$ cat src/rtl/cim_feeder_pkg.sv
// Shared types and constants for the CiM stream feeder: FSM state encoding,
// job image layout (phase lengths and base addresses) and phase helpers.
package cim_feeder_pkg;

  localparam int unsigned ACT_BEATS   = 12;
  localparam int unsigned WM_BEATS    = 128;
  localparam int unsigned WS_BEATS    = 32;
  localparam int unsigned TOTAL_BEATS = ACT_BEATS + WM_BEATS + WS_BEATS;

  // Source RAM addresses where each phase of the job image begins.
  localparam int unsigned ACT_BASE = 0;
  localparam int unsigned WM_BASE  = ACT_BASE + ACT_BEATS;
  localparam int unsigned WS_BASE  = WM_BASE + WM_BEATS;

  localparam int unsigned ADDR_W = 8;

  typedef enum logic [2:0] {
    IDLE     = 3'd0,
    SEND_ACT = 3'd1,
    SEND_WM  = 3'd2,
    SEND_WS  = 3'd3,
    WAIT_RES = 3'd4,
    DONE     = 3'd5
  } state_e;

  // One extra bit so base + count + 1 never wraps.
  typedef logic [ADDR_W:0] bidx_t;

  function automatic logic is_send(input state_e st);
    case (st)
      SEND_ACT, SEND_WM, SEND_WS: return 1'b1;
      default:                    return 1'b0;
    endcase
  endfunction

  // Image index of the first beat of the phase.
  function automatic bidx_t phase_base(input state_e st);
    case (st)
      SEND_ACT: return bidx_t'(ACT_BASE);
      SEND_WM:  return bidx_t'(WM_BASE);
      SEND_WS:  return bidx_t'(WS_BASE);
      default:  return bidx_t'(TOTAL_BEATS);
    endcase
  endfunction

  // Image index one past the last beat of the phase.
  function automatic bidx_t phase_end(input state_e st);
    case (st)
      SEND_ACT: return bidx_t'(WM_BASE);
      SEND_WM:  return bidx_t'(WS_BASE);
      SEND_WS:  return bidx_t'(TOTAL_BEATS);
      default:  return bidx_t'(TOTAL_BEATS);
    endcase
  endfunction

endpackage

$ cat src/rtl/feeder_skid_fifo.sv
// Two-entry skid FIFO between the source RAM read port and the tx stream.
// Push and pop in the same cycle both take effect, leaving occupancy unchanged.
module feeder_skid_fifo #(
  parameter int unsigned DATA_W = 32
) (
  input  logic              clk,
  input  logic              rst_i,
  input  logic              push_i,
  input  logic [DATA_W-1:0] push_data_i,
  input  logic              pop_i,
  output logic [DATA_W-1:0] head_o,
  output logic              empty_o,
  output logic [1:0]        occ_o
);

  logic [DATA_W-1:0] mem_q [2];
  logic              wr_ptr_q;
  logic              rd_ptr_q;
  logic [1:0]        occ_q;
  logic [1:0]        occ_d;
  logic              push_s;
  logic              pop_s;

  // Qualify push/pop against occupancy and compute next occupancy.
  always_comb begin
    pop_s  = pop_i & (occ_q != 2'd0);
    push_s = push_i & ((occ_q != 2'd2) | pop_s);
    case ({push_s, pop_s})
      2'b10:   occ_d = occ_q + 2'd1;
      2'b01:   occ_d = occ_q - 2'd1;
      default: occ_d = occ_q;
    endcase
  end

  // Storage, pointers and occupancy; reset empties the FIFO.
  always_ff @(posedge clk) begin
    if (rst_i) begin
      mem_q[0] <= '0;
      mem_q[1] <= '0;
      wr_ptr_q <= 1'b0;
      rd_ptr_q <= 1'b0;
      occ_q    <= 2'd0;
    end else begin
      if (push_s) begin
        mem_q[wr_ptr_q] <= push_data_i;
      end else begin
        mem_q[wr_ptr_q] <= mem_q[wr_ptr_q];
      end
      wr_ptr_q <= wr_ptr_q ^ push_s;
      rd_ptr_q <= rd_ptr_q ^ pop_s;
      occ_q    <= occ_d;
    end
  end

  assign head_o  = mem_q[rd_ptr_q];
  assign empty_o = (occ_q == 2'd0);
  assign occ_o   = occ_q;

endmodule

$ cat src/rtl/cim_stream_feeder.sv
// Host-side feeder for the CiM accelerator: streams a 172-beat job image
// (ACT, WM, WS phases) from a source RAM over valid/ready, then captures the
// accelerator's result beats into a result buffer.
// Optional build macro FEEDER_CHECKSUM_EN adds chk_o, the XOR of every tx
// beat accepted in the current job.
module cim_stream_feeder
  import cim_feeder_pkg::*;
#(
  parameter int unsigned DATA_W    = 32,
  parameter int unsigned RES_W     = 32,
  parameter int unsigned RES_BEATS = 8,
  localparam int unsigned RES_AW   = $clog2(RES_BEATS)
) (
  input  logic              clk,
  input  logic              rst_i,
  input  logic              start_i,
  output logic              busy_o,
  output logic              done_o,
  output logic              src_ren_o,
  output logic [ADDR_W-1:0] src_raddr_o,
  input  logic [DATA_W-1:0] src_rdata_i,
  output logic              tx_valid_o,
  output logic [DATA_W-1:0] tx_data_o,
  input  logic              tx_ready_i,
  input  logic              rx_valid_i,
  input  logic [RES_W-1:0]  rx_data_i,
  output logic              rx_ready_o,
  output logic              res_wen_o,
  output logic [RES_AW-1:0] res_waddr_o,
  output logic [RES_W-1:0]  res_wdata_o
`ifdef FEEDER_CHECKSUM_EN
  ,
  output logic [DATA_W-1:0] chk_o
`endif
);

  state_e            state_q, state_d;
  logic [ADDR_W-1:0] phase_cnt_q, phase_cnt_d;
  logic [ADDR_W-1:0] issue_q, issue_d;
  logic              inflight_q;
  logic [RES_AW-1:0] res_cnt_q, res_cnt_d;

  logic              send_s;
  logic              tx_valid_s;
  logic              tx_fire_s;
  logic              rx_ready_s;
  logic              rx_fire_s;
  logic              start_acc_s;
  logic [2:0]        slots_s;
  logic              src_ren_s;
  logic              phase_last_s;
  logic              res_last_s;

  logic [DATA_W-1:0] fifo_head_s;
  logic              fifo_empty_s;
  logic [1:0]        fifo_occ_s;

  // Read data is valid exactly one cycle after the read, so the in-flight flag
  // doubles as the FIFO push strobe; reset clears it and drops stale data.
  feeder_skid_fifo #(.DATA_W(DATA_W)) u_fifo (
    .clk         (clk),
    .rst_i       (rst_i),
    .push_i      (inflight_q),
    .push_data_i (src_rdata_i),
    .pop_i       (tx_fire_s),
    .head_o      (fifo_head_s),
    .empty_o     (fifo_empty_s),
    .occ_o       (fifo_occ_s)
  );

  // Handshake decode and read-issue gating.
  always_comb begin
    send_s      = is_send(state_q);
    tx_valid_s  = send_s & ~fifo_empty_s;
    tx_fire_s   = tx_valid_s & tx_ready_i;
    rx_ready_s  = (state_q == WAIT_RES);
    rx_fire_s   = rx_valid_i & rx_ready_s;
    start_acc_s = (state_q == IDLE) & start_i;
    // Slot budget counts the entry leaving this cycle as free so the FIFO can
    // sustain one beat per cycle while never holding more than two entries.
    slots_s     = {1'b0, fifo_occ_s} - {2'b00, tx_fire_s} + {2'b00, inflight_q};
    src_ren_s   = (send_s | start_acc_s) & (slots_s < 3'd2) &
                  (issue_q < ADDR_W'(TOTAL_BEATS));
    phase_last_s = ((phase_base(state_q) + {1'b0, phase_cnt_q} + bidx_t'(1)) ==
                    phase_end(state_q));
    res_last_s  = (res_cnt_q == RES_AW'(RES_BEATS - 1));
  end

  // FSM state register.
  always_ff @(posedge clk) begin
    if (rst_i) begin
      state_q <= IDLE;
    end else begin
      state_q <= state_d;
    end
  end

  // FSM next-state logic.
  always_comb begin
    state_d = state_q;
    case (state_q)
      IDLE:     state_d = start_i ? SEND_ACT : IDLE;
      SEND_ACT: state_d = (tx_fire_s & phase_last_s) ? SEND_WM  : SEND_ACT;
      SEND_WM:  state_d = (tx_fire_s & phase_last_s) ? SEND_WS  : SEND_WM;
      SEND_WS:  state_d = (tx_fire_s & phase_last_s) ? WAIT_RES : SEND_WS;
      WAIT_RES: state_d = (rx_fire_s & res_last_s)   ? DONE     : WAIT_RES;
      DONE:     state_d = IDLE;
      default:  state_d = IDLE;
    endcase
  end

  // FSM outputs and datapath pass-through.
  always_comb begin
    busy_o      = (state_q != IDLE) & (state_q != DONE);
    done_o      = (state_q == DONE);
    src_ren_o   = src_ren_s;
    src_raddr_o = issue_q;
    tx_valid_o  = tx_valid_s;
    tx_data_o   = fifo_head_s;
    rx_ready_o  = rx_ready_s;
    res_wen_o   = rx_fire_s;
    res_waddr_o = res_cnt_q;
    res_wdata_o = rx_data_i;
  end

  // Next values for phase, read-issue and result counters.
  always_comb begin
    if (state_d != state_q) begin
      phase_cnt_d = '0;
    end else if (tx_fire_s) begin
      phase_cnt_d = phase_cnt_q + ADDR_W'(1);
    end else begin
      phase_cnt_d = phase_cnt_q;
    end

    if (state_q == DONE) begin
      issue_d = '0;
    end else if (src_ren_s) begin
      issue_d = issue_q + ADDR_W'(1);
    end else begin
      issue_d = issue_q;
    end

    if (rx_fire_s) begin
      res_cnt_d = res_last_s ? '0 : res_cnt_q + RES_AW'(1);
    end else begin
      res_cnt_d = res_cnt_q;
    end
  end

  // Counter and in-flight registers.
  always_ff @(posedge clk) begin
    if (rst_i) begin
      phase_cnt_q <= '0;
      issue_q     <= '0;
      inflight_q  <= 1'b0;
      res_cnt_q   <= '0;
    end else begin
      phase_cnt_q <= phase_cnt_d;
      issue_q     <= issue_d;
      inflight_q  <= src_ren_s;
      res_cnt_q   <= res_cnt_d;
    end
  end

`ifdef FEEDER_CHECKSUM_EN
  logic [DATA_W-1:0] chk_q;

  // Running XOR of accepted beats; cleared by an accepted start, held after DONE.
  always_ff @(posedge clk) begin
    if (rst_i) begin
      chk_q <= '0;
    end else if (start_acc_s) begin
      chk_q <= '0;
    end else if (tx_fire_s) begin
      chk_q <= chk_q ^ fifo_head_s;
    end else begin
      chk_q <= chk_q;
    end
  end

  assign chk_o = chk_q;
`endif

endmodule

$ cat config.mk
export PLATFORM = sky130hd
export DESIGN_NAME = cim_stream_feeder
export DESIGN_NICKNAME = d
export VERILOG_FILES = /design/src/rtl/cim_feeder_pkg.sv /design/src/rtl/feeder_skid_fifo.sv /design/src/rtl/cim_stream_feeder.sv
export SDC_FILE = /design/constraint.sdc
export NUM_CORES = 1
export LEC_CHECK = 0
export CORE_ASPECT_RATIO = 2
export CORE_MARGIN = 2
export CORE_UTILIZATION = 45
export CTS_BUF_LIST = sky130_fd_sc_hd__clkbuf_8
export CTS_CLUSTER_DIAMETER = 40
export DETAILED_ROUTE_END_ITERATION = 7
export GPL_TIMING_DRIVEN = 0
export PLACE_DENSITY = 0.79
export SYNTH_ARGS = -nofsm -noshare
export SYNTH_HDL_FRONTEND = slang
export SYNTH_SLANG_ARGS = --single-unit
$ cat constraint.sdc
create_clock -name clk -period 6.3 [get_ports clk]
set_clock_uncertainty 0.05 [all_clocks]
set_input_delay 1.89 -clock clk [delete_from_list [all_inputs] [get_ports clk]]
set_output_delay 1.89 -clock clk [all_outputs]
set_load 0.02 [all_outputs]
* Yosys cells after proc, flatten, opt, wreduce, memory -nomap -nowiden
Memories as Yosys holds them, arrays and structs flattened. A register that Yosys moved wholly into a read port is not among the register bits.
Cells that the tools add are included.
** Storage, ports and cells
- Output and inout bits :: 81
- Register bits after elaboration :: 27
- RAM bits :: 64
- Memories :: 1
** Memory list
- u_fifo.mem_q :: depth 2, width 32, rd ports 1, clocked after memory_dff 1, wr ports 2, line feeder_skid_fifo.sv:16 : logic [DATA_W-1:0] mem_q [2];
** Operators by class
- Multiplexer cells :: 24
- Add/sub/neg operators :: 9
- Bitwise logic cells :: 17
- Reduce and logical (&&, ||, !) cells :: 10
- Equal/unequal tests :: 13
- Order comparisons :: 2
** Operators with widths (number)
- 32-bit 2-to-1 mux :: 2
- 32-bit OR reduction :: 1
- 8-bit one-hot mux with 3 select lines :: 1
- 8-bit by 1-bit adder with 8-bit output (second input constant) :: 2
- 8-bit one-hot mux with 2 select lines :: 1
- 1-bit 2-to-1 mux :: 15
- 3-bit one-hot mux with 5 select lines :: 1
- 1-bit bitwise AND :: 11
- 9-bit by 1-bit adder with 9-bit output (second input constant) :: 1
- 9-bit by 8-bit adder with 9-bit output :: 1
- 3-bit == test (second input constant) :: 3
- 9-bit == test :: 1
- 8-bit less-than comparator (second input constant) :: 1
- 3-bit by 2-bit == test with 1-bit output (second input constant) :: 2
- 3-bit 2-to-1 mux :: 2
- 2-bit one-hot mux with 2 select lines :: 1
- 2-bit nonzero test :: 2
- 2-bit OR reduction :: 2
- 3-bit by 1-bit adder with 3-bit output :: 1
- 3-bit by 1-bit adder with 3-bit output (second input constant) :: 1
- 3-bit by 1-bit == test with 1-bit output (second input constant) :: 1
- 3-bit zero test :: 1
- 3-bit by 2-bit less-than comparator with 1-bit output (second input constant) :: 1
- 3-bit inequality test :: 1
- 16 further kinds :: 19

* Depth between registers and ports, before layout
- Word-level depth :: 15
- Depth in mapped cells :: 11

* By module
A second synthesis with hierarchy kept.
** Unflattened totals
- Cells, all modules :: 399
- Area, all modules :: 4684.5 µm²
** By module, submodules not included
- feeder_skid_fifo :: times used 1, sequential area each 2001.9 µm², cells each 198, area each 3002.9 µm²
- cim_stream_feeder :: times used 1, sequential area each 460.4 µm², cells each 201, area each 1681.6 µm²

* Worst setup path after synthesis
Ideal clock, no wire load.
- Kind :: input to output
- Start :: in tx_ready_i
- End :: out src_ren_o
- Data required time :: 4.360 ns
- Stages on the path :: 7
- Data arrival time :: 3.865 ns
- Path buffers :: 0
- Slack :: 0.495 ns
- Cells stage by stage :: o21ai_2 -> nor2_4 -> ha_1 -> nand2b_1 -> fa_1 -> o311ai_0 -> a211oi_2
** Between the ends
- Cells in the longest elaborated chain, start to end :: 6
** Ends and longest elaborated chain
- start: declaration :: line cim_stream_feeder.sv:24 : input logic tx_ready_i,
- 1-bit bitwise AND :: line cim_stream_feeder.sv:75 : tx_fire_s = tx_valid_s & tx_ready_i;
- via tx_fire_s :: line cim_stream_feeder.sv:45 : logic tx_fire_s;
- 2-bit by 1-bit subtractor with 3-bit output :: line cim_stream_feeder.sv:81 : slots_s = {1'b0, fifo_occ_s} - {2'b00, tx_fire_s} + {2'b00, inflight_q};
- 3-bit by 1-bit adder with 3-bit output :: line cim_stream_feeder.sv:81
- 3-bit by 2-bit less-than comparator with 1-bit output :: line cim_stream_feeder.sv:82 : src_ren_s = (send_s | start_acc_s) & (slots_s < 3'd2) &
- 1-bit bitwise AND (2 in a row) :: line cim_stream_feeder.sv:82
- end: declaration :: line cim_stream_feeder.sv:19 : output logic src_ren_o,
The timed path passes the listed nets, and every way through them passes these cells.

* Worst setup path after layout
Ends and elaborated chain as after synthesis.

==> parameters.txt <==
Parameter                              Value

Yosys
  Count of flip-flops with a built-in enable after synthesis ... 64
  Yosys reg bits ... 91
  Post-synth net total ... 482
  Ranking of synthesized cells by area ... sky130_fd_sc_hd__edfxtp_1 (41%), sky130_fd_sc_hd__dfxtp_1 (12%), sky130_fd_sc_hd__and2_1 (8.6%)
  Warnings, synthesis ... 0
  Most instantiated cells after synthesis ... sky130_fd_sc_hd__and2_1 (64), sky130_fd_sc_hd__edfxtp_1 (64), sky130_fd_sc_hd__buf_4 (33)
  Library cell occupying the most area in the post-synthesis netlist ... sky130_fd_sc_hd__edfxtp_1
  Syn Inst Count ... 402
  Synth Flop Type ... sky130_fd_sc_hd__edfxtp_1
  Top-area cell type share of the netlist area ... 0.411
  Netlist area before placement ... 4670 um2
  Netlist cell types ... 52
  Sequential share of the synthesized area ... 0.527
  Share of flip-flops with an asynchronous set or reset after synthesis ... 0
  Syn avg cell area ... 11.6 um2

Routing
  Initial DRC Count ... 184
  Via count ... 3419
  Final wirelength ... 10200 um
  Count of nets left with antenna violations after detail routing ... 0
  Average detailed-routed wire length per instance ... 15.1 um
  Number of DRC violations after detailed routing ... 0
  Number of iterations in the first detailed-routing pass ... 4
  Via-per-instance ratio ... 5.07

Layout
  Share of cells above drive strength 1 ... 0.180
  Number of inserted filler cells in the final layout ... 831
  Antenna Cells ... 0
  Sequential cell area ... 2460 um2
  Utilization of the core after routing ... 0.622
  Multi-input gate area ... 1870 um2
  P&R area growth vs syn ... 34.2%
  Summed area of non-filler cells in the final layout ... 6270 um2
  Final nets ... 614

Clocking
  Clock input transition at the sequential cells of the worst setup and hold paths ... 0.08 ns
  Buffer type at the clock tree root ... sky130_fd_sc_hd__clkbuf_8
  TritonCTS clock tree ... yes
  Number of H-tree branching levels ... 3
  Later-pin clock latency in the skew report ... 0.35 ns
  Number of sinks driven by the clock tree ... 91
  Inserted Clock Buffers ... 9
  CTS max path bufs ... 2

Timing
  Worst slew pin tran ... 1.05 ns
  Setup Viol. Count Final ... 0
  Portion of the clock cycle consumed by the worst path in the final layout ... 0.975
  Minimum clock period after layout ... 6.14 ns
  Final hold viol count ... 0
  Remaining max-slew budget at the tightest pin ... 0.300
  Final count of pins violating max slew ... 0
  Total negative slack for setup checks ... 0 ns
  Worst hold slack after final layout ... 0.509 ns
  Setup repair after global routing missed its margin ... no
  Achievable frequency ... 0.163 GHz

Global routing
  GRT Residual Overflow ... 0
  GR Util All Layers ... 0.185
  First-pass GRT wire length ... 16400 um
  Vias in the first global route ... 3481
  Largest net degree at the start of global routing ... 33
  Initial antenna violation count ... 0

Min path
  Startpoint of the lowest-slack hold path ... res_waddr_o[2]
  End of the worst hold path ... res_waddr_o[2]
  Hold path cells ... 2
  Class of the worst hold path ... flip-flop to flip-flop

Worst setup path
  Category of the most critical setup path ... input pin to output port
  FF-to-FF End ... phase_cnt_q[1]
  Worst endpoint required time ... 4.36 ns
  Arrival time at the worst endpoint ... 4.20 ns
  Crit path max-delay cell type ... sky130_fd_sc_hd__fa_1
  Type of element launching the critical path ... input pin
  Maximum fanout along the worst path ... 5
  Register-to-register setup slack ... 3.19 ns
  Crit path largest cell delay ... 0.52 ns
  Crit path cell chain ... clkdlybuf4s50_1 -> o21ai_2 -> nor2_4 -> ha_1 -> nand2b_1 -> fa_1 -> o311ai_1 -> a211oi_2 -> buf_2
  Launch point of the worst reg-to-reg path ... state_q[1]
  Number of cell instances on the worst register-to-register path ... 10
  Buffers & Inverters on Critical Path ... 2
  Type of element capturing the critical path ... output port
  CP top delay family ... adder cells

Placed design
  Placed inst area ... 6040 um2
  Placed wire-length estimate ... 7800 um
  Total of buffers placed on input and output ports ... 117
  Final weighted congestion in routability-driven placement ... 0.829

Floorplan
  Area of the core region ... 10100 um2
  Height of the chip ... 148 um
  Chip width ... 76.0 um
  Cell Rows ... 52
  Area of the die ... 11300 um2
  Initial Util ... 0.463
  Num ports ... 150

Power and ir drop
  Leakage power summed over all cells ... 2.45 nW
  IR drop worst, VDD ... 0.172 mV
  Pwr/cell area ... 259 nW/um2
  Total chip power ... 1.62 mW

Run status
  Status ... finished clean

Run
  Max-Cap Viols ... 0
[cell families (layout without fill, tap and decap cells)]
kind of cell / count (synthesis) / after routing / synth area share
muxes: 38 / 38 / 0.0900
xor gates and xnor gates: 22 / 22 / 0.0442
AOI/OAI and AO/OA: 34 / 34 / 0.0541
and+or+nand+nor: 149 / 149 / 0.178
adders and majority gates: 11 / 11 / 0.0311
buffers and inverters: 57 / 194 / 0.0758
DFF: 91 / 91 / 0.527
[worst min-delay path, stage by stage (launching register included)]
cell,delay (ns)
sky130_fd_sc_hd__dfxtp_1,0.33
sky130_fd_sc_hd__mux2i_1,0.13
sky130_fd_sc_hd__nor2_1,0.05
[cells in the final DEF, fill, tap and decap left out, types with 4 or more instances in the layout]
cell type	count
sky130_fd_sc_hd__clkbuf_1	12
sky130_fd_sc_hd__xor2_1	11
sky130_fd_sc_hd__nor3_1	5
sky130_fd_sc_hd__a31oi_1	4
sky130_fd_sc_hd__o21ai_0	7
sky130_fd_sc_hd__xnor2_1	10
sky130_fd_sc_hd__and2_1	64
sky130_fd_sc_hd__a21oi_1	4
sky130_fd_sc_hd__and3_1	4
sky130_fd_sc_hd__mux2i_1	6
sky130_fd_sc_hd__edfxtp_1	64
sky130_fd_sc_hd__clkdlybuf4s50_1	116
sky130_fd_sc_hd__mux2_2	32
sky130_fd_sc_hd__clkbuf_8	9
sky130_fd_sc_hd__inv_1	10
sky130_fd_sc_hd__nand2_1	15
sky130_fd_sc_hd__ha_1	10
sky130_fd_sc_hd__nand3_1	7
sky130_fd_sc_hd__buf_4	36
sky130_fd_sc_hd__nor2_1	31
sky130_fd_sc_hd__nand4_1	5
sky130_fd_sc_hd__dfxtp_1	27
[final cells by class]
type / instances / area share
Sequential cell: 91 / 0.393
Inverter: 8 / 0.00479
Multi-Input combinational cell: 254 / 0.298
Timing Repair Buffer: 121 / 0.193
Clock buffer: 9 / 0.0198
Buffer: 49 / 0.0517
Clock inverter: 7 / 0.0136
Tap cell: 135 / 0.0269
[what timing repair did]
item | CTS | global route
setup buffers | 2 | 1
hold endpoints to repair | 0 | 0
endpoints found under the setup margin | 1 | 1
pin swaps | 2 | 1
resized for setup | 3 | 2
hold buffers | 0 | 0
[sequential cells by signal, indices dropped and copies added, names as in the netlist]
name and flops:
u_fifo.mem_q 64, phase_cnt_q 8, src_raddr_o 8, res_waddr_o 3, state_q 3, u_fifo.occ_o 2
inflight_q 1, u_fifo.rd_ptr_q 1, u_fifo.wr_ptr_q 1
[report_power, final]
| part | switching [mW] | total (mW) | internal, mW |
|---|---|---|---|
| logic | 0.225 | 0.456 | 0.231 |
| registers | 0.0311 | 0.749 | 0.718 |
| clock network | 0.197 | 0.417 | 0.220 |
[per-stage QoR]
step	setup WS, ns	cells
finish	0.155	674
global route	0.0563	674
CTS	0.00763	673
detailed placement	-0.953	655
global placement	-0.925	654
floorplan	0.495	402
[worst max-delay path by stage]
| stage | start | endpoint | slack, ns | cells past startpoint |
|---|---|---|---|---|
| after global routing | tx_ready_i | src_ren_o | 0.06 | 9 |
| after detailed placement | tx_ready_i | src_ren_o | -0.95 | 9 |
| after CTS | tx_ready_i | src_ren_o | 0.008 | 9 |
| after floorplan | tx_ready_i | src_ren_o | 0.50 | 7 |
| after global placement | tx_ready_i | src_ren_o | -0.93 | 9 |
| final | tx_ready_i | src_ren_o | 0.16 | 9 |
[metal layers]
metal,up-vias,global-route usage,routed length (um)
li1,1639,-,-
met1,1651,0.172,3450
met5,-,0,0
met3,17,0.0370,470
met2,112,0.372,5950
met4,0,0.0891,302
(Power assumes the default switching activity.)
